$ cat config.mk
export PLATFORM = sky130hd
export DESIGN_NAME = fetch_unit
export DESIGN_NICKNAME = d
export VERILOG_FILES = /design/src/rtl/fetch_unit_pkg.sv /design/src/rtl/fetch_unit.sv
export SDC_FILE = /design/constraint.sdc
export NUM_CORES = 1
export LEC_CHECK = 0
export ABC_AREA = 1
export BUFFER_PORTS_ARGS = -buffer_cell sky130_fd_sc_hd__buf_2
export CORE_UTILIZATION = 38
export DETAILED_ROUTE_END_ITERATION = 10
export GPL_TIMING_DRIVEN = 0
export PLACE_DENSITY = 0.63
export SYNTH_ARGS = -nofsm -noshare
export SYNTH_HDL_FRONTEND = slang
export SYNTH_SLANG_ARGS = --single-unit
$ cat constraint.sdc
create_clock -name CLK -period 1.56 [get_ports CLK]
set_clock_uncertainty 0.1 [all_clocks]
set_input_delay 0.312 -clock CLK [delete_from_list [all_inputs] [get_ports CLK]]
set_output_delay 0.312 -clock CLK [all_outputs]
set_load 0.005 [all_outputs]
$ cat src/rtl/fetch_unit_pkg.sv
// Shared types for the instruction-fetch stage: machine word, fetch FSM states
// and the IF/ID pipeline register layout.
package fetch_unit_pkg;

  typedef logic [31:0] word_t;

  localparam word_t NOP = 32'h0000_0000;

  typedef enum logic [1:0] {
    RUN,
    DRAIN,
    HALT
  } fetch_state_t;

  typedef struct packed {
    logic  valid;
    word_t instr;
    word_t pc;
    word_t npc;
  } ifid_t;

  localparam ifid_t IFID_BUBBLE = '{valid: 1'b0, instr: NOP, pc: '0, npc: '0};

endpackage

$ cat src/rtl/fetch_unit.sv
// Instruction-fetch stage: PC register, imem request handshake, one-entry hold
// buffer and IF/ID register, with squash-safe redirect and halt handling.
module fetch_unit
  import fetch_unit_pkg::*;
#(
  parameter logic [31:0] PC_INIT = 32'h0000_0000,
  parameter int unsigned PC_STEP = 4
) (
  input  logic        CLK,
  input  logic        RST,
  input  logic        pc_WEN,
  input  logic        ifid_stall,
  input  logic        ifid_FLUSH,
  input  logic        BranchTaken,
  input  logic [31:0] branch_target,
  input  logic        halt,
  output logic        imemREN,
  output logic [31:0] imemaddr,
  input  logic        ihit,
  input  logic [31:0] imemload,
  output logic        ifid_valid,
  output logic [31:0] ifid_instr,
  output logic [31:0] ifid_pc,
  output logic [31:0] ifid_npc
);

  localparam word_t STEP = word_t'(PC_STEP);

  fetch_state_t state, state_next;
  word_t        pc, pc_next;
  word_t        redirect, redirect_next;
  logic         req_active, req_active_next;
  logic         hold_valid, hold_valid_next;
  word_t        hold_instr, hold_instr_next;
  word_t        hold_pc, hold_pc_next;
  ifid_t        ifid, ifid_next;

  logic hit;             // request completes this cycle
  logic in_flight;       // a request will still be outstanding after this edge
  logic accept;          // completed word is on the correct path and kept
  logic branch_eff;      // redirect actually applies (halt has priority)
  logic ifid_takes_word; // IF/ID is free to take the word arriving now

  always_comb begin
    // NOTE: every signal gets a default before any branch so no path leaves it unassigned (no latches).
    imemREN         = !RST && (req_active || (state == RUN && pc_WEN && !hold_valid));
    imemaddr        = pc;
    hit             = imemREN && ihit;
    in_flight       = imemREN && !ihit;
    branch_eff      = BranchTaken && !halt && (state != HALT);
    accept          = hit && (state == RUN) && !BranchTaken && !halt;
    ifid_takes_word = !ifid_FLUSH && !ifid_stall && !hold_valid;

    state_next      = state;
    pc_next         = pc;
    redirect_next   = redirect;
    req_active_next = in_flight;
    hold_valid_next = hold_valid;
    hold_instr_next = hold_instr;
    hold_pc_next    = hold_pc;
    ifid_next       = ifid;

    // Halt wins over everything; an outstanding word drains in HALT with req_active set.
    if (halt) begin
      state_next = HALT;
    end else begin
      case (state)
        RUN: begin
          if (BranchTaken) begin
            // The memory latched pc; it cannot move until the in-flight word returns.
            if (in_flight) begin
              redirect_next = branch_target;
              state_next    = DRAIN;
            end else begin
              pc_next = branch_target;
            end
          end else if (accept) begin
            pc_next = pc + STEP;
          end
        end
        DRAIN: begin
          if (hit) begin
            pc_next    = BranchTaken ? branch_target : redirect;
            state_next = RUN;
          end else if (BranchTaken) begin
            redirect_next = branch_target;
          end
        end
        HALT: ;
        default: state_next = RUN;
      endcase
    end

    if (branch_eff) begin
      hold_valid_next = 1'b0;
    end else if (accept && !ifid_takes_word) begin
      hold_valid_next = 1'b1;
      hold_instr_next = imemload;
      hold_pc_next    = pc;
    end else if (hold_valid && !ifid_FLUSH && !ifid_stall) begin
      hold_valid_next = 1'b0;
    end

    if (ifid_FLUSH) begin
      ifid_next = IFID_BUBBLE;
    end else if (ifid_stall) begin
      ifid_next = ifid;
    end else if (hold_valid) begin
      ifid_next = '{valid: 1'b1, instr: hold_instr, pc: hold_pc, npc: hold_pc + STEP};
    end else if (accept) begin
      ifid_next = '{valid: 1'b1, instr: imemload, pc: pc, npc: pc + STEP};
    end else begin
      ifid_next = IFID_BUBBLE;
    end
  end

  always_ff @(posedge CLK) begin
    // NOTE: sequential state uses non-blocking assignments so all registers update from pre-edge values.
    if (RST) begin
      state      <= RUN;
      pc         <= PC_INIT;
      redirect   <= '0;
      req_active <= 1'b0;
      hold_valid <= 1'b0;
      hold_instr <= '0;
      hold_pc    <= '0;
      ifid       <= IFID_BUBBLE;
    end else begin
      state      <= state_next;
      pc         <= pc_next;
      redirect   <= redirect_next;
      req_active <= req_active_next;
      hold_valid <= hold_valid_next;
      hold_instr <= hold_instr_next;
      hold_pc    <= hold_pc_next;
      ifid       <= ifid_next;
    end
  end

  assign ifid_valid = ifid.valid;
  assign ifid_instr = ifid.instr;
  assign ifid_pc    = ifid.pc;
  assign ifid_npc   = ifid.npc;

endmodule

# Word level (Yosys, flattened, before mapping)
# Cells that the tools add are included.
[classes]
n_eq_ne = 13
muxes = 19
bitwise = 3
add_sub_neg = 2
n_reduce_logical = 35
[ops]
columns = ["operator", "count"]
rows = [
  ["$mux W32", 8],
  ["$mux W97", 2],
  ["$pmux W32 S2", 2],
  ["$add A32 B3 Y32 const B", 2],
  ["$logic_and A1 B1 Y1", 15],
  ["$ne A3 B3 Y1 const B", 5],
  ["$ne A2 B2 Y1 const B", 6],
  ["$reduce_and A5 Y1", 2],
  ["$logic_not A1 Y1", 8],
  ["$mux W2", 4],
  ["$reduce_and A4 Y1", 2],
  ["$pmux W2 S3", 1],
  ["$reduce_or A2 Y1", 3],
  ["$reduce_bool A2 Y1", 2],
  ["$not A1 Y1", 3],
  ["$eq A2 B1 Y1 const B", 1],
  ["$eq A2 B2 Y1 const B", 1],
  ["$logic_not A2 Y1", 1],
  ["$mux W1", 2],
  ["$reduce_and A2 Y1", 1],
  ["$logic_or A1 B1 Y1", 1],
]
[totals]
output_inout_bits = 130
regBits = 229
in_bits = 72

# Longest topological paths before layout
[depth]
ltp_word = 12
ltp_mapped = 14

# Worst setup path after synthesis
# No wires, ideal clock.
[synth_path]
path_type = "reg2reg"
start = "reg pc[3] (netlist: imemaddr[3])"
end = "reg pc[20] (netlist: imemaddr[20])"
period_less_slack_ps = 1761
path_buffers = 0
arrival_ps = 1542
setup_slack_ps = -201
stages_incl_launch_ff = 11
path_cell_list = "dfxtp_1 > ha_1 > inv_1 > nor2_2 > nand2_1 > nor2_1 > nand3_1 > nand2_1 > nand2_1 > a21oi_1 > a21oi_1"
[synth_via]
elab_chain_len = 4
[synth_rtl]
columns = ["element", "line_no", "source"]
rows = [
  ["from (decl)", "fetch_unit.sv:30", "word_t pc, pc_next;"],
  ["from (signal assigned)", "fetch_unit.sv:130", "pc <= pc_next;"],
  ["$add A32 B3 Y32", "fetch_unit.sv:78", "pc_next = pc + STEP;"],
  ["$mux W32", "fetch_unit.sv:77", "end else if (accept) begin"],
  ["$mux W32", "fetch_unit.sv:69", "if (BranchTaken) begin"],
  ["$pmux W32 S2", "fetch_unit.sv:67", "case (state)"],
]
# Every way passes these cells. The select of a mux whose other input is x is not followed.
# A chain may end at the register's enable or synchronous reset.

# Final worst setup path
[layout_path]
start = "reg state[1]"
end = "reg ifid (netlist bit ifid_instr[27])"
[layout_via]
elab_chain_len = 11
[layout_rtl]
columns = ["element", "line_no", "source"]
rows = [
  ["from (decl)", "fetch_unit.sv:29", "fetch_state_t state, state_next;"],
  ["from (signal assigned)", "fetch_unit.sv:129", "state <= state_next;"],
  ["$logic_not A2 Y1 (*)", "fetch_unit.sv:46, fetch_unit.sv:51", ""],
  ["$logic_and A1 B1 Y1 (2 in series)", "fetch_unit.sv:46", "imemREN = !RST && (req_active || (state == RUN && pc_WEN && !hold_valid));"],
  ["$logic_or A1 B1 Y1", "fetch_unit.sv:46", ""],
  ["$logic_and A1 B1 Y1", "fetch_unit.sv:46", ""],
  ["$logic_and A1 B1 Y1", "fetch_unit.sv:48", "hit = imemREN && ihit;"],
  ["$logic_and A1 B1 Y1 (*) (3 in series)", "fetch_unit.sv:51", "accept = hit && (state == RUN) && !BranchTaken && !halt;"],
  ["$mux W97 (*)", "fetch_unit.sv:110", "end else if (accept) begin"],
  ["$mux W97 (*)", "fetch_unit.sv:108", "end else if (hold_valid) begin"],
  ["to (signal assigned)", "fetch_unit.sv:136", "ifid <= ifid_next;"],
  ["to (decl)", "fetch_unit.sv:36", "ifid_t ifid, ifid_next;"],
]
# Every way passes the cells marked *; elsewhere a longest branch is shown, timed or not.

==> results.yml <==
drt:
  viasPerCell: 5.65
  drc: 0
  dr.pass1.iters: 6
  ant_nets: 0
  via_count: 14500
  dr.first_iter.drc_count: 1392
  drt_wl_total_um: 52900
  wl_per_cell_um: 20.6
logic_synthesis:
  ys.flop_type: "dfxtp_1"
  synth_cell_types: 34
  synthesis.area_mm2: 0.0115
  ys_top_cells_by_area: "dfxtp_1 40%, nand2_1 17%, a21oi_1 12%"
  synth_edf_count: 0
  async_flop_share: 0
  syn_inst: 1792
  yosysTopAreaCellShare: 0.395
  synth_area_per_cell_um2: 6.42
  synth_fp_nets: 1866
  seq_area_frac_synth: 0.395
  yosysWarnings: 0
  yosysTopAreaCell: "dfxtp_1"
  ys_seq_elements: 227
sta:
  tns_ps: -66320
  slew_viol_final: 0
  max_slew.worst_pin.slew_ps: 823
  setup_viol: 236
  fmax_mhz: 507
  relSlewSlack: 0.451
  hold_viol_final: 0
  period_share: 1.26
  rsz0062_at_grt: "true"
  fin_ws_ps: -413
  fin_crit_ps: 1970
clock_network:
  cts_sinks: 227
  cts_buffer_depth: 3
  cts_root_buf: "clkbuf_16"
  htreeDepth: 1
  cts_tree: "done"
  numCtsBuffers: 27
  clock_latency_ps: 560
  clkTransAtPathRegs_ps: 60
global_routing:
  grt_util_met3: 0.0616
  grt_use_met2: 0.483
  overflow: 0
  grt_pass1_vias: 12900
  grt_first_pass_wirelength_um: 73500
  gr-usage-all-layers: 0.308
  use_met1: 0.413
  grt_busiest_layer: "met2"
  grt_max_degree: 14
  antenna_found_initial: 1
die:
  num_io_pins: 202
  core_area_mm2: 0.0297
  initial_utilization: 0.387
  dieWidth_um: 176
  die_y_um: 176
  std_cell_rows: 63
  die-area_mm2: 0.0310
critical_path:
  cp_slowest_cell: "dfxtp_4"
  start_kind: "flip-flop"
  critPathRequiredTime_ps: 1940
  crit_fanout: 7
  crit_arrival_ps: 2360
  cp_top_family: "simple AND/OR/NAND/NOR gates"
  cpPeakStageDelay_ps: 350
  crit_path_end_kind: "flip-flop"
  crit_top_cell: "nand2_4"
  path_cells: "nor2_4 -> nand2_4 -> nand2_4 -> nand4_4 -> nor3_4 -> buf_6 -> buf_12 -> clkbuf_16 -> nand2_4 -> a21oi_2"
  worstSetupStartpoint: "state[1]$_SDFFE_PP0P_"
  path_class: "flip-flop to flip-flop"
  crit_buf_inv: 3
  r2r_start: "state[1]$_SDFFE_PP0P_"
power_and_ir_drop:
  finalPower_mw: 15.0
  p_per_area_mw_per_mm2: 823
  ir_drop_mv: 0.822
  leakagePower_nw: 7.75
final_layout:
  fillCellCount: 2553
  drive_gt1_frac: 0.396
  area_growth_pct: 58.0
  finish.instance_area_mm2: 0.0182
  multiInputGateArea_mm2: 0.00794
  fin_cells: 2562
  nets: 2227
  seq_area_mm2: 0.00469
placement:
  gp_congestion: 0.962
  place_area_mm2: 0.0131
  io_buffers: 198
  hpwl_um: 34700
  dp_cells: 2380
hold_path:
  hp-start: "branch_target[27]"
  hp-class: "primary input to flip-flop"
run:
  max-cap-violations: 0
outcome:
  failed_checks: "negative setup slack"
  status: "finished, violations left"
-- flip-flops by register name, indices dropped and copies added, names as in the netlist --
register and cells:
state 2, ifid_pc 32, req_active 1, imemaddr 32, hold_pc 32, hold_valid 1
redirect 32, ifid_valid 1, hold_instr 32, ifid_npc 30, ifid_instr 32
-- routing by layer --
layer / up-vias / part of all wire
met2: 814 / 0.45
met4: 0 / 0.052
met1: 6892 / 0.40
li1: 6602 / -
met3: 168 / 0.094
met5: - / 0
-- cell usage after synthesis, types with 6 or more instances --
library cell and number:
o21ai_0 171, nand3_1 111, nor2_1 183, a21oi_1 275, buf_4 10, nand2_1 507
xor2_1 15, clkbuf_1 69, inv_2 6, dfxtp_1 227, buf_1 7, buf_2 25
o21ai_1 10, a31oi_1 13, inv_1 121, nand4_1 8
-- cell usage in the layout (no fill, tap or decap), types with 36 or more instances in the layout --
cell       count
nand2_1      362
buf_2        195
dfxtp_1      175
a21oi_1      164
o21ai_0      132
nor2_1       127
inv_1        111
a21oi_2      110
nand2_4       87
nand3_1       84
nand2_2       61
clkbuf_1      53
buf_4         52
clkbuf_16     40
buf_6         36
-- power breakdown --
group	internal [mW]	switching (mW)	leakage (nW)
sequential	5.96	0.252	1.87
combinational	0.851	1.31	5.44
clock	3.95	2.64	0.434
-- cell type report --
type,instances,share of cell area
clock inverter,8,0.00695
multi-input combinational,1325,0.437
buffer,107,0.0481
inverter,127,0.0275
timing repair buffer,337,0.152
sequential,227,0.258
clock buffer,39,0.0430
timing repair inverter,1,0.000620
antenna,1,0.000138
tap,390,0.0268
-- metrics by stage --
| step | hold slack, ps | util | worst slack, ps |
|---|---|---|---|
| 3_5_place_dp | 350 | 0.441 | -1040 |
| 3_3_place_gp | 338 | 0.441 | -1040 |
| 5_1_grt | 67.3 | 0.612 | -497 |
| 2_1_floorplan | 283 | - | -52.0 |
| 4_1_cts | 13.0 | 0.536 | -330 |
| 6_report | 44.1 | 0.612 | -413 |
-- path summary, 6_finish.rpt --
kind | end | slack, ps | cells past startpoint
max reg2reg | ifid_instr[27]$_SDFFE_PP0N_ | -410 | 10
min reg2reg | hold_instr[7]$_SDFFE_PP0P_ | 360 | 2
max | ifid_instr[27]$_SDFFE_PP0N_ | -410 | 10
min | redirect[27]$_SDFFE_PP0P_ | 40 | 5
-- cell families (layout without fill, tap and decap cells) --
family / count (synthesis) / count (layout) / synth area share
buffers and inverters: 240 / 619 / 0.0851
other: 0 / 1 / 0
AO/OA/AOI/OAI: 479 / 479 / 0.213
AND/OR/NAND/NOR: 826 / 826 / 0.291
flip-flops: 227 / 227 / 0.395
XOR/XNOR: 18 / 18 / 0.0137
adder cells (fa/ha/maj): 2 / 2 / 0.00218
-- worst min-delay path, stage by stage --
cell	delay (ps)
buf_2	100
inv_1	50
nor2_1	40
o21ai_2	100
a21oi_1	50
-- repair_timing --
action	4_1_cts	5_1_grt
endpoints found under the setup margin	254	243
hold buffers	34	0
buffers inserted	46	38
hold endpoints to repair	67	0
pin swaps	33	115
gates resized for setup	285	531
gates cloned	15	11
Note: power is estimated with default switching activity, not from simulation.
